--- src/rtl/fir_pkg.sv ---
`default_nettype none
// +--------------------------------------------------------------------------+
// | Module   : fir_pkg                                                       |
// | Brief    : Shared widths, Q1.15 format constant, FSM state encoding and  |
// |            the constant function that builds the low-pass coefficients.  |
// | Revision : 1.0  initial release                                          |
// +--------------------------------------------------------------------------+
package fir_pkg;

  localparam int     SAMPLE_W = 16;
  localparam int     COEFF_W  = 16;
  localparam int     Q_FRAC   = 15;
  localparam int     PROD_W   = SAMPLE_W + COEFF_W;
  localparam longint C_UNITY  = longint'(1) << Q_FRAC;

  typedef enum logic [1:0] {
    IDLE = 2'd0,
    MAC  = 2'd1,
    OUT  = 2'd2
  } state_e;

  // Unnormalised windowed-sinc tap. u is twice the distance from the filter
  // centre (always odd). The sinc uses a parabolic sine approximation with
  // its first zero at u = n/2, and the window is Welch-shaped (n*n - u*u).
  function automatic longint coeff_raw(input int n, input int u);
    longint h;
    longint v;
    longint mag;
    h   = longint'(n / 2);
    v   = (longint'(u) < h) ? longint'(u) : longint'(u) - h;
    mag = (v * (h - v) * (longint'(n) * n - longint'(u) * u)) / longint'(u);
    return (longint'(u) < h) ? mag : -mag;
  endfunction

  // Tap scaled to Q1.15 against the total raw gain, truncated toward zero.
  function automatic longint coeff_scaled(input int n, input int u, input longint total);
    longint raw;
    longint mag;
    raw = coeff_raw(n, u);
    mag = ((raw < 0) ? -raw : raw) * C_UNITY / total;
    return (raw < 0) ? -mag : mag;
  endfunction

  // Coefficient for tap k of an n-tap filter. Truncation leftovers are
  // folded into the two centre taps so the taps sum to exactly 1.0 (32768).
  function automatic logic signed [COEFF_W-1:0] coeff_value(input int n, input int k);
    longint total;
    longint half;
    longint c;
    int     u;
    total = 0;
    half  = 0;
    for (int i = 1; i < n; i += 2) total += 2 * coeff_raw(n, i);
    for (int i = 1; i < n; i += 2) half += coeff_scaled(n, i, total);
    u = 2 * k + 1 - n;
    if (u < 0) u = -u;
    c = coeff_scaled(n, u, total);
    if (u == 1) c += (C_UNITY - 2 * half) / 2;
    return COEFF_W'(c);
  endfunction

endpackage
`default_nettype wire

--- src/rtl/fir_coeff_rom.sv ---
`default_nettype none
// +--------------------------------------------------------------------------+
// | Module   : fir_coeff_rom                                                 |
// | Brief    : Combinational Q1.15 coefficient lookup by tap index for the   |
// |            symmetric windowed-sinc low-pass.                             |
// | Revision : 1.0  initial release                                          |
// +--------------------------------------------------------------------------+
module fir_coeff_rom
  import fir_pkg::*;
#(
  parameter int NUM_TAPS = 16
) (
  input  logic [$clog2(NUM_TAPS)-1:0] tap_i,
  output logic signed [COEFF_W-1:0]   coeff_o
);

  logic signed [COEFF_W-1:0] rom_w [NUM_TAPS];

  for (genvar k = 0; k < NUM_TAPS; k++) begin : g_rom
    localparam logic signed [COEFF_W-1:0] C_TAP = coeff_value(NUM_TAPS, k);
    assign rom_w[k] = C_TAP;
  end

  assign coeff_o = rom_w[tap_i];

endmodule
`default_nettype wire

--- src/rtl/fir_lowpass.sv ---
`default_nettype none
// +--------------------------------------------------------------------------+
// | Module   : fir_lowpass                                                   |
// | Brief    : Sequential single-multiplier FIR low-pass. One sample in,     |
// |            NUM_TAPS MAC cycles, one output cycle.                        |
// |            Macro FIR_SAT_EN: saturate the output instead of wrapping.    |
// | Revision : 1.0  initial release                                          |
// +--------------------------------------------------------------------------+
module fir_lowpass
  import fir_pkg::*;
#(
  parameter int NUM_TAPS = 16
) (
  input  logic                       clk_in,
  input  logic                       rst_in,
  input  logic                       ready_in,
  input  logic signed [SAMPLE_W-1:0] signal_in,
  output logic signed [SAMPLE_W-1:0] signal_out,
  output logic                       done_out,
  output logic                       busy_out,
  output logic                       overrun_out
);

  localparam int TAP_W = $clog2(NUM_TAPS);
  localparam int ACC_W = PROD_W + TAP_W;
  localparam logic [TAP_W-1:0] C_LAST_TAP = TAP_W'(NUM_TAPS - 1);

  state_e                     state_q;
  logic signed [SAMPLE_W-1:0] dline_q [NUM_TAPS];
  logic [TAP_W-1:0]           wptr_q;
  logic [TAP_W-1:0]           tap_q;
  logic signed [ACC_W-1:0]    acc_q;
  logic signed [SAMPLE_W-1:0] signal_out_q;
  logic                       done_q;
  logic                       busy_q;
  logic                       overrun_q;

  logic [TAP_W-1:0]           rd_idx_d;
  logic signed [SAMPLE_W-1:0] sample_d;
  logic signed [COEFF_W-1:0]  coeff_d;
  logic signed [PROD_W-1:0]   prod_d;
  logic signed [ACC_W-1:0]    acc_d;
  logic signed [SAMPLE_W-1:0] reduced_d;
  logic                       accept_d;

  fir_coeff_rom #(
    .NUM_TAPS (NUM_TAPS)
  ) u_coeff_rom (
    .tap_i   (tap_q),
    .coeff_o (coeff_d)
  );

  // Fetch sample[newest-k], form the single product and the next running sum
  always_comb begin
    rd_idx_d = wptr_q - TAP_W'(1) - tap_q;
    sample_d = dline_q[rd_idx_d];
    prod_d   = PROD_W'(sample_d) * PROD_W'(coeff_d);
    acc_d    = acc_q + ACC_W'(prod_d);
    accept_d = ready_in && ((state_q == IDLE) || (state_q == OUT));
  end

`ifdef FIR_SAT_EN
  localparam logic signed [ACC_W-1:0] C_OUT_MAX = ACC_W'((2 ** (SAMPLE_W - 1)) - 1);
  localparam logic signed [ACC_W-1:0] C_OUT_MIN = ACC_W'(-(2 ** (SAMPLE_W - 1)));

  logic signed [ACC_W-1:0] shifted_d;

  // Drop the Q1.15 fraction and clamp into the 16-bit output range
  always_comb begin
    shifted_d = acc_q >>> Q_FRAC;
    if (shifted_d > C_OUT_MAX) begin
      reduced_d = C_OUT_MAX[SAMPLE_W-1:0];
    end else if (shifted_d < C_OUT_MIN) begin
      reduced_d = C_OUT_MIN[SAMPLE_W-1:0];
    end else begin
      reduced_d = shifted_d[SAMPLE_W-1:0];
    end
  end
`else
  // Drop the Q1.15 fraction and keep bits [30:15]; larger sums wrap
  always_comb begin
    reduced_d = acc_q[Q_FRAC+SAMPLE_W-1:Q_FRAC];
  end
`endif

  // Control FSM with delay line, accumulator and registered outputs
  always_ff @(posedge clk_in) begin
    if (!rst_in) begin
      state_q <= IDLE;
      for (int i = 0; i < NUM_TAPS; i++) dline_q[i] <= '0;
      wptr_q       <= '0;
      tap_q        <= '0;
      acc_q        <= '0;
      signal_out_q <= '0;
      done_q       <= 1'b0;
      busy_q       <= 1'b0;
      overrun_q    <= 1'b0;
    end else begin
      done_q <= 1'b0;
      case (state_q)
        MAC: begin
          acc_q <= acc_d;
          tap_q <= tap_q + TAP_W'(1);
          // A strobe here cannot be taken; remember that it was lost
          if (ready_in) overrun_q <= 1'b1;
          if (tap_q == C_LAST_TAP) state_q <= OUT;
        end
        OUT: begin
          signal_out_q <= reduced_d;
          done_q       <= 1'b1;
          state_q      <= IDLE;
          busy_q       <= 1'b0;
        end
        default: begin
          state_q <= IDLE;
          busy_q  <= 1'b0;
        end
      endcase
      // A strobe in IDLE or OUT starts the next sample; overrides the return to IDLE
      if (accept_d) begin
        dline_q[wptr_q] <= signal_in;
        wptr_q          <= wptr_q + TAP_W'(1);
        acc_q           <= '0;
        tap_q           <= '0;
        state_q         <= MAC;
        busy_q          <= 1'b1;
      end
    end
  end

  assign signal_out  = signal_out_q;
  assign done_out    = done_q;
  assign busy_out    = busy_q;
  assign overrun_out = overrun_q;

endmodule
`default_nettype wire

--- config.mk ---
export PLATFORM = sky130hd
export DESIGN_NAME = fir_lowpass
export DESIGN_NICKNAME = d
export VERILOG_FILES = /design/src/rtl/fir_pkg.sv /design/src/rtl/fir_coeff_rom.sv /design/src/rtl/fir_lowpass.sv
export SDC_FILE = /design/constraint.sdc
export NUM_CORES = 1
export LEC_CHECK = 0
export CORE_MARGIN = 8
export CORE_UTILIZATION = 30
export CTS_CLUSTER_DIAMETER = 50
export DETAILED_ROUTE_END_ITERATION = 8
export GPL_ROUTABILITY_DRIVEN = 1
export GPL_TIMING_DRIVEN = 0
export PLACE_DENSITY = 0.51
export SYNTH_ARGS = -nofsm -noshare
export SYNTH_HDL_FRONTEND = slang
export SYNTH_SLANG_ARGS = --single-unit
--- constraint.sdc ---
create_clock -name clk_in -period 7.5 [get_ports clk_in]
set_clock_uncertainty 0.1 [all_clocks]
set_input_delay 2.25 -clock clk_in [delete_from_list [all_inputs] [get_ports clk_in]]
set_output_delay 2.25 -clock clk_in [all_outputs]
set_load 0.01 [all_outputs]
==> results of run 1 <==
-- flip-flops by register name, summed over array words and instances, names as in the netlist --
| signal | flops |
|---|---|
| acc_q | 31 |
| busy_out | 1 |
| dline_q | 256 |
| done_out | 1 |
| overrun_out | 1 |
| signal_out | 16 |
| state_q | 2 |
| tap_q | 4 |
| wptr_q | 4 |
-- final cells by class --
class	count	area, µm²	share of cell area (%)
Multi-Input combinational cell	1443	15000	50.4
Sequential cell	316	8900	30.0
Tap cell	1070	1340	4.51
Inverter	347	1320	4.45
Timing Repair Buffer	105	1170	3.94
Clock buffer	47	1090	3.67
Buffer	106	658	2.22
Clock inverter	30	258	0.867
-- how the worst min path moves through the flow --
| stage | startpoint | slack [ns] | end | cells after the start |
|---|---|---|---|---|
| after global placement | acc_q[0] | 0.35 | acc_q[0] | 2 |
| final | acc_q[5] | 0.36 | acc_q[5] | 2 |
| after global routing | signal_out[12] | 0.39 | signal_out[12] | 2 |
| after detailed placement | acc_q[5] | 0.35 | acc_q[5] | 2 |
| after CTS | acc_q[5] | 0.36 | acc_q[5] | 2 |
| after floorplan | acc_q[10] | 0.34 | acc_q[10] | 2 |
-- cells in the mapped netlist, types with 26 or more instances --
| cell type | number | share of area, % |
|---|---|---|
| a21oi_1 | 61 | 1.2 |
| ha_1 | 108 | 5.5 |
| dfxtp_1 | 60 | 4.9 |
| clkbuf_1 | 70 | 1.1 |
| mux4_2 | 64 | 5.8 |
| nand3_1 | 26 | 0.53 |
| mux2i_1 | 32 | 1.3 |
| nand2b_1 | 28 | 0.71 |
| and2_1 | 269 | 6.8 |
| nor2_1 | 151 | 2.3 |
| inv_1 | 347 | 5.3 |
| fa_1 | 286 | 23 |
| o21ai_0 | 29 | 0.59 |
| edfxtp_1 | 256 | 31 |
| nand2_1 | 195 | 3.0 |
| nor2b_1 | 30 | 0.76 |
| xnor2_1 | 27 | 0.96 |
-- cell families after synthesis --
family	synth area share (%)
and+or+nand+nor	14.8
buffers and inverters	7.15
adders and majority gates	28.6
DFF	35.9
AOI/OAI and AO/OA	4.14
muxes	7.76
xor gates and xnor gates	1.59
-- through the flow --
stage                     hold slack [ns]  instances  util [%]  TNS (ns)  worst slack, ns
after floorplan                     0.336       2213         -    -0.282           -0.237
after global placement              0.348       3320      32.4    -35.55            -2.13
after detailed placement            0.350       3333      32.8    -35.58            -2.13
after CTS                           0.359       3450      36.0     -7.21           -0.661
after global routing                0.388       3464      36.3    -11.25           -0.880
final                               0.357       3464      36.3     -6.62           -0.655
-- what timing repair did --
item                       4_1_cts  5_1_grt
resized for setup              216       28
pin swaps                       47       18
setup buffers                   40       14
setup endpoints to repair       24       20
gates cloned                     1        0
-- routing by layer --
metal | track usage, % | up-vias | wire [µm] | share of wire [%]
met5 | 0 | - | 0 | 0
met4 | 4.75 | 0 | 2260 | 3.1
met3 | 2.17 | 113 | 3650 | 5.1
met2 | 27.5 | 436 | 35400 | 49
met1 | 20.7 | 8585 | 30600 | 43
li1 | - | 7444 | - | -
-- worst max-delay path: cells and delay by family, from the launching register on --
family | cells | cell delay, ns
buffers and inverters | 10 | 1.07
adders and majority gates | 9 | 3.87
AOI/OAI and AO/OA | 7 | 1.42
DFF | 1 | 0.35
muxes | 3 | 1.03
and+or+nand+nor | 3 | 0.20
==> flow_summary.yaml, run 1 <==
finish:
  antenna_cells: 0
  final_common_cell: "inv_1"
  fillers: 8075
  mostFrequentLayoutCells: "inv_1 (330), fa_1 (273), and2_1 (267)"
  drive_above_1_share_pct: 16.3
  fin_nets: 2775
  syn2layout_area_growth_pct: 20.1
  design_area_um2: 29700
synth:
  netlist_area_um2: 24700
  synth_fp_nets: 2626
  synthArstFlopShare_pct: 0
  synth.avg_cell_area_um2: 11.2
  yosysWarnings: 0
  synth-edff-count: 256
  synth_cell_types: 53
  ys.flop_type: "edfxtp_1"
  synthCells: 2213
  ys_seq_area_share_pct: 35.9
  synth_seq_cells: 316
flow_run:
  drv_cap: 0
grt:
  grt_pass1_vias: 17911
  grt_max_degree: 17
  grt_pass1_wl_um: 110000
  grt_util_all_layers_pct: 15.9
  grt.overflow.total: 0
  antenna_found_initial: 0
status:
  outcome: "finished, violations left"
  violations: "setup timing"
setup_path:
  crit_path_end_kind: "flip-flop"
  worstSetupStartpointType: "flip-flop"
  r2r_slack_ns: -0.66
  crit_top_cell: "fa_2"
  rr_startpoint: "tap_q[0]"
  crit_path_max_fanout: 8
  endpoint: "acc_q[29]"
  critPathMaxStageDelay_ns: 0.59
  crit_required_ns: 7.86
  cpMaxStageDelayCell: "fa_2"
  rr_worst_depth: 32
  rr_endpoint: "acc_q[29]"
  crit_start: "tap_q[0]"
  crit_arrival_ns: 8.52
  critical_path_class: "reg2reg"
routing:
  drt-pass1-iter-count: 5
  via_per_inst: 4.79
  postRouteAntennaNets: 0
  drtIter0Drc: 1285
  wl_per_cell_um: 20.8
  num_vias: 16578
  drt_wl_total_um: 72000
  drc: 0
cts:
  cts_root_buf: "clkbuf_16"
  cts_sinks: 316
  clk_transition_reported_paths_ns: 0.06
  cts_buffers: 43
  h-tree-depth: 2
  clk_path_buf_depth: 3
  cts_tree: "done"
  worstSkewPairLatency_ns: 0.58
  cts_hold_buf: 0
sta:
  hold_viol_final: 0
  maxSlewViolCount: 0
  worstMarginPinSlew_ns: 1.23
  grt_setup_unrepaired: "true"
  setup_viol: 17
  setup_slack_ns: -0.655
  timing.fmax_ghz: 0.123
  period_share_pct: 109
  slew_headroom_pct: 17.2
  period_minus_slack_ns: 8.16
floorplanning:
  initial_core_util_pct: 30.2
  dieArea_um2: 91900
  die_h_um: 303
  ios: 38
  fp.dieW_um: 303
  rows: 105
  coreArea_um2: 81800
placed_design:
  dpl_cell_area_um2: 26800
  dp_hpwl_um: 54000
  place_congestion: 0.881
  io_buffers: 37
min_path:
  min_path_type: "reg2reg"
Power of run 1 is left out: the tool's default activity adds up to more than one toggle a clock period on the data nets, which glitch-free logic cannot reach.
==> run 2: changes to the inputs <==
PLACE_DENSITY = 0.49   (was 0.51)
SYNTH_HIERARCHICAL = 1   (was default)
TNS_END_PERCENT = 20   (was default)
clock period = 8.4 ns   (was 7.5 ns; I/O delays follow)
==> run 2 against run 1 <==
  * The flow now finishes without violations
  * First-iteration DRC count is 30% lower
  * Utilization down 0.14 points
  * Clock-buffer cell count is 4 higher
  * Synthesized cell count up 2.3%
  * Via count is 0.51% higher
  * Sequential cell count unchanged
  * Global-route usage hardly changed
  * Synthesized area rose by 1.3%
  * Register-to-register slack improved by 0.71 ns
  * Routed wire length up 2.0%
  * Design area rose by 1.2%
  * Highest routed layer unchanged
==> flow_summary.yaml, run 2 <==
setup_path:
  rr_worst_depth: 35
  crit_path_max_fanout: 7
  critical_path_class: "reg2reg"
  worstSetupStartpointType: "flip-flop"
  crit_path_end_kind: "flip-flop"
  crit_arrival_ns: 8.73
  crit_required_ns: 8.78
  crit_family: "adder cells"
  r2r_slack_ns: 0.06
  crit_buf_inv: 12
  cpMaxStageDelayCell: "fa_1"
  crit_top_cell: "fa_1"
  critPathMaxStageDelay_ns: 0.60
  rr_startpoint: "tap_q[0]"
  rr_endpoint: "acc_q[28]"
synth:
  synth_top_family_by_area: "adder cells"
  synth_xor_area_share_pct: 1.57
  synth.avg_cell_area_um2: 11.1
  synthArstFlopShare_pct: 0
  synth_compound_area_share_pct: 4.37
  synth_mux_area_share_pct: 6.30
  synth_fp_nets: 2681
  synth_area_leader_cell: "edfxtp_1"
  ys_seq_area_share_pct: 35.5
  synth_seq_cells: 316
  synth_top_area_share_pct: 30.7
  synth_cell_types: 58
  synthSimpleGateAreaFrac_pct: 16.6
  synth_commonest_cells: "inv_1 (353), and2_1 (333), fa_1 (286)"
  synth.area.top_cells: "edfxtp_1 (31%), fa_1 (23%), and2_1 (8.3%)"
  synthAdderAreaFrac_pct: 28.4
  yosysMostFrequentCell: "inv_1"
  yosysWarnings: 6
  synth-edff-count: 256
  netlist_area_um2: 25100
  synthCells: 2265
  ys.flop_type: "edfxtp_1"
sta:
  hold_viol_final: 0
  setup_slack_ns: 0.0582
  grt_setup_unrepaired: "true"
  hold_slack_ns: 0.363
  period_share_pct: 99.3
  slew_headroom_pct: 27.8
  period_minus_slack_ns: 8.34
  setup_viol: 0
  worstMarginPinSlew_ns: 1.08
  maxSlewViolCount: 0
  timing.fmax_ghz: 0.120
routing:
  wl_per_cell_um: 20.8
  drc: 0
  drt_wl_total_um: 73400
  via_per_inst: 4.71
  drtIter0Drc: 904
  postRouteAntennaNets: 0
  num_vias: 16663
  drt-pass1-iter-count: 5
finish:
  utilization_pct: 36.2
  mostFrequentLayoutCells: "inv_1 (345), and2_1 (330), fa_1 (278)"
  fillers: 8228
  top_register: "dline_q"
  largest_register_ffs: 256
  fin_nets: 2838
  final_common_cell: "inv_1"
  design_area_um2: 30100
  seq_area_um2: 8900
  syn2layout_area_growth_pct: 20.0
  multi_input_area_um2: 15100
  drive_above_1_share_pct: 15.7
floorplanning:
  fp.dieW_um: 305
  rows: 106
  initial_core_util_pct: 30.1
  dieArea_um2: 93000
  coreArea_um2: 83200
  ios: 38
  die_h_um: 305
placed_design:
  io_buffers: 36
  place_congestion: 0.844
  dpl_cell_area_um2: 27100
  dp_hpwl_um: 55100
  dp_slack_ns: -2.90
status:
  outcome: "finished, final reports clean"
min_path:
  hold_path_end: "acc_q[9]"
  holdCritStartpoint: "acc_q[9]"
  holdPathStages: 2
  min_path_type: "reg2reg"
cts:
  clk_transition_reported_paths_ns: 0.06
  cts_hold_buf: 0
  worstSkewPairLatency_ns: 0.60
  cts_buffers: 45
  cts_root_buf: "clkbuf_16"
  cts_sinks: 316
  h-tree-depth: 2
  clk_path_buf_depth: 3
  cts_tree: "done"
grt:
  grt_util_all_layers_pct: 15.9
  grt.overflow.total: 0
  grt_pass1_wl_um: 113000
  grt_pass1_vias: 18327
  antenna_found_initial: 3
  grt_max_degree: 17
flow_run:
  drv_cap: 0
==> run 2: logic make-up (layout without fill, tap and decap cells) <==
kind of cell | count (synthesis) | in the layout
DFF | 316 | 316
adders and majority gates | 397 | 397
and+or+nand+nor | 788 | 788
AOI/OAI and AO/OA | 173 | 173
buffers and inverters | 469 | 658
muxes | 77 | 77
xor gates and xnor gates | 45 | 45
other | 0 | 3
==> run 2: worst max path at each step <==
stage          startpoint        end  cells after the start
3_5_place_dp     tap_q[0]  acc_q[26]                     31
2_1_floorplan    tap_q[0]  acc_q[27]                     30
6_report         tap_q[0]  acc_q[28]                     35
4_1_cts          tap_q[0]  acc_q[30]                     34
3_3_place_gp     tap_q[0]  acc_q[26]                     31
5_1_grt          tap_q[0]  acc_q[29]                     34
==> run 2: cell type report <==
type / count / area share, %
flip-flops and latches: 316 / 29.6
inverters: 353 / 4.41
plain buffers: 114 / 2.38
repair buffers: 112 / 4.01
well taps: 1080 / 4.49
diodes: 3 / 0.0250
multi-input cells: 1480 / 50.2
clock inverters: 28 / 1.04
clock buffers: 51 / 3.82
==> run 2: timing repair <==
action	in CTS	in global routing
cloned	1	0
buffers inserted	50	12
endpoints found under the setup margin	24	17
pin swaps	49	40
gates resized for setup	201	53
==> run 2: layer usage <==
metal  routed length (µm)  global-route usage [%]  up-vias
met5                    0                       0        -
met4                 2450                    5.27        0
met2                34800                    26.4      397
met1                32100                    21.0     8542
li1                     -                       -     7595
met3                 4030                    2.86      129
==> run 2: worst reg2reg max path, delay by kind of cell (launching register included) <==
family                     cells  cell delay, ns
AOI/OAI and AO/OA              3            0.94
xor gates and xnor gates       1            0.12
adders and majority gates      9            3.92
buffers and inverters         12            1.32
DFF                            1            0.36
muxes                          1            0.37
and+or+nand+nor                9            1.11
==> run 2: metrics by stage <==
| step | cells | setup TNS, ns |
|---|---|---|
| 6_report | 3537 | 0 |
| 5_1_grt | 3534 | -1.77 |
| 4_1_cts | 3522 | 0 |
| 3_5_place_dp | 3394 | -46.14 |
| 3_3_place_gp | 3381 | -46.88 |
| 2_1_floorplan | 2265 | 0 |
Power of run 2 is left out for the same reason.
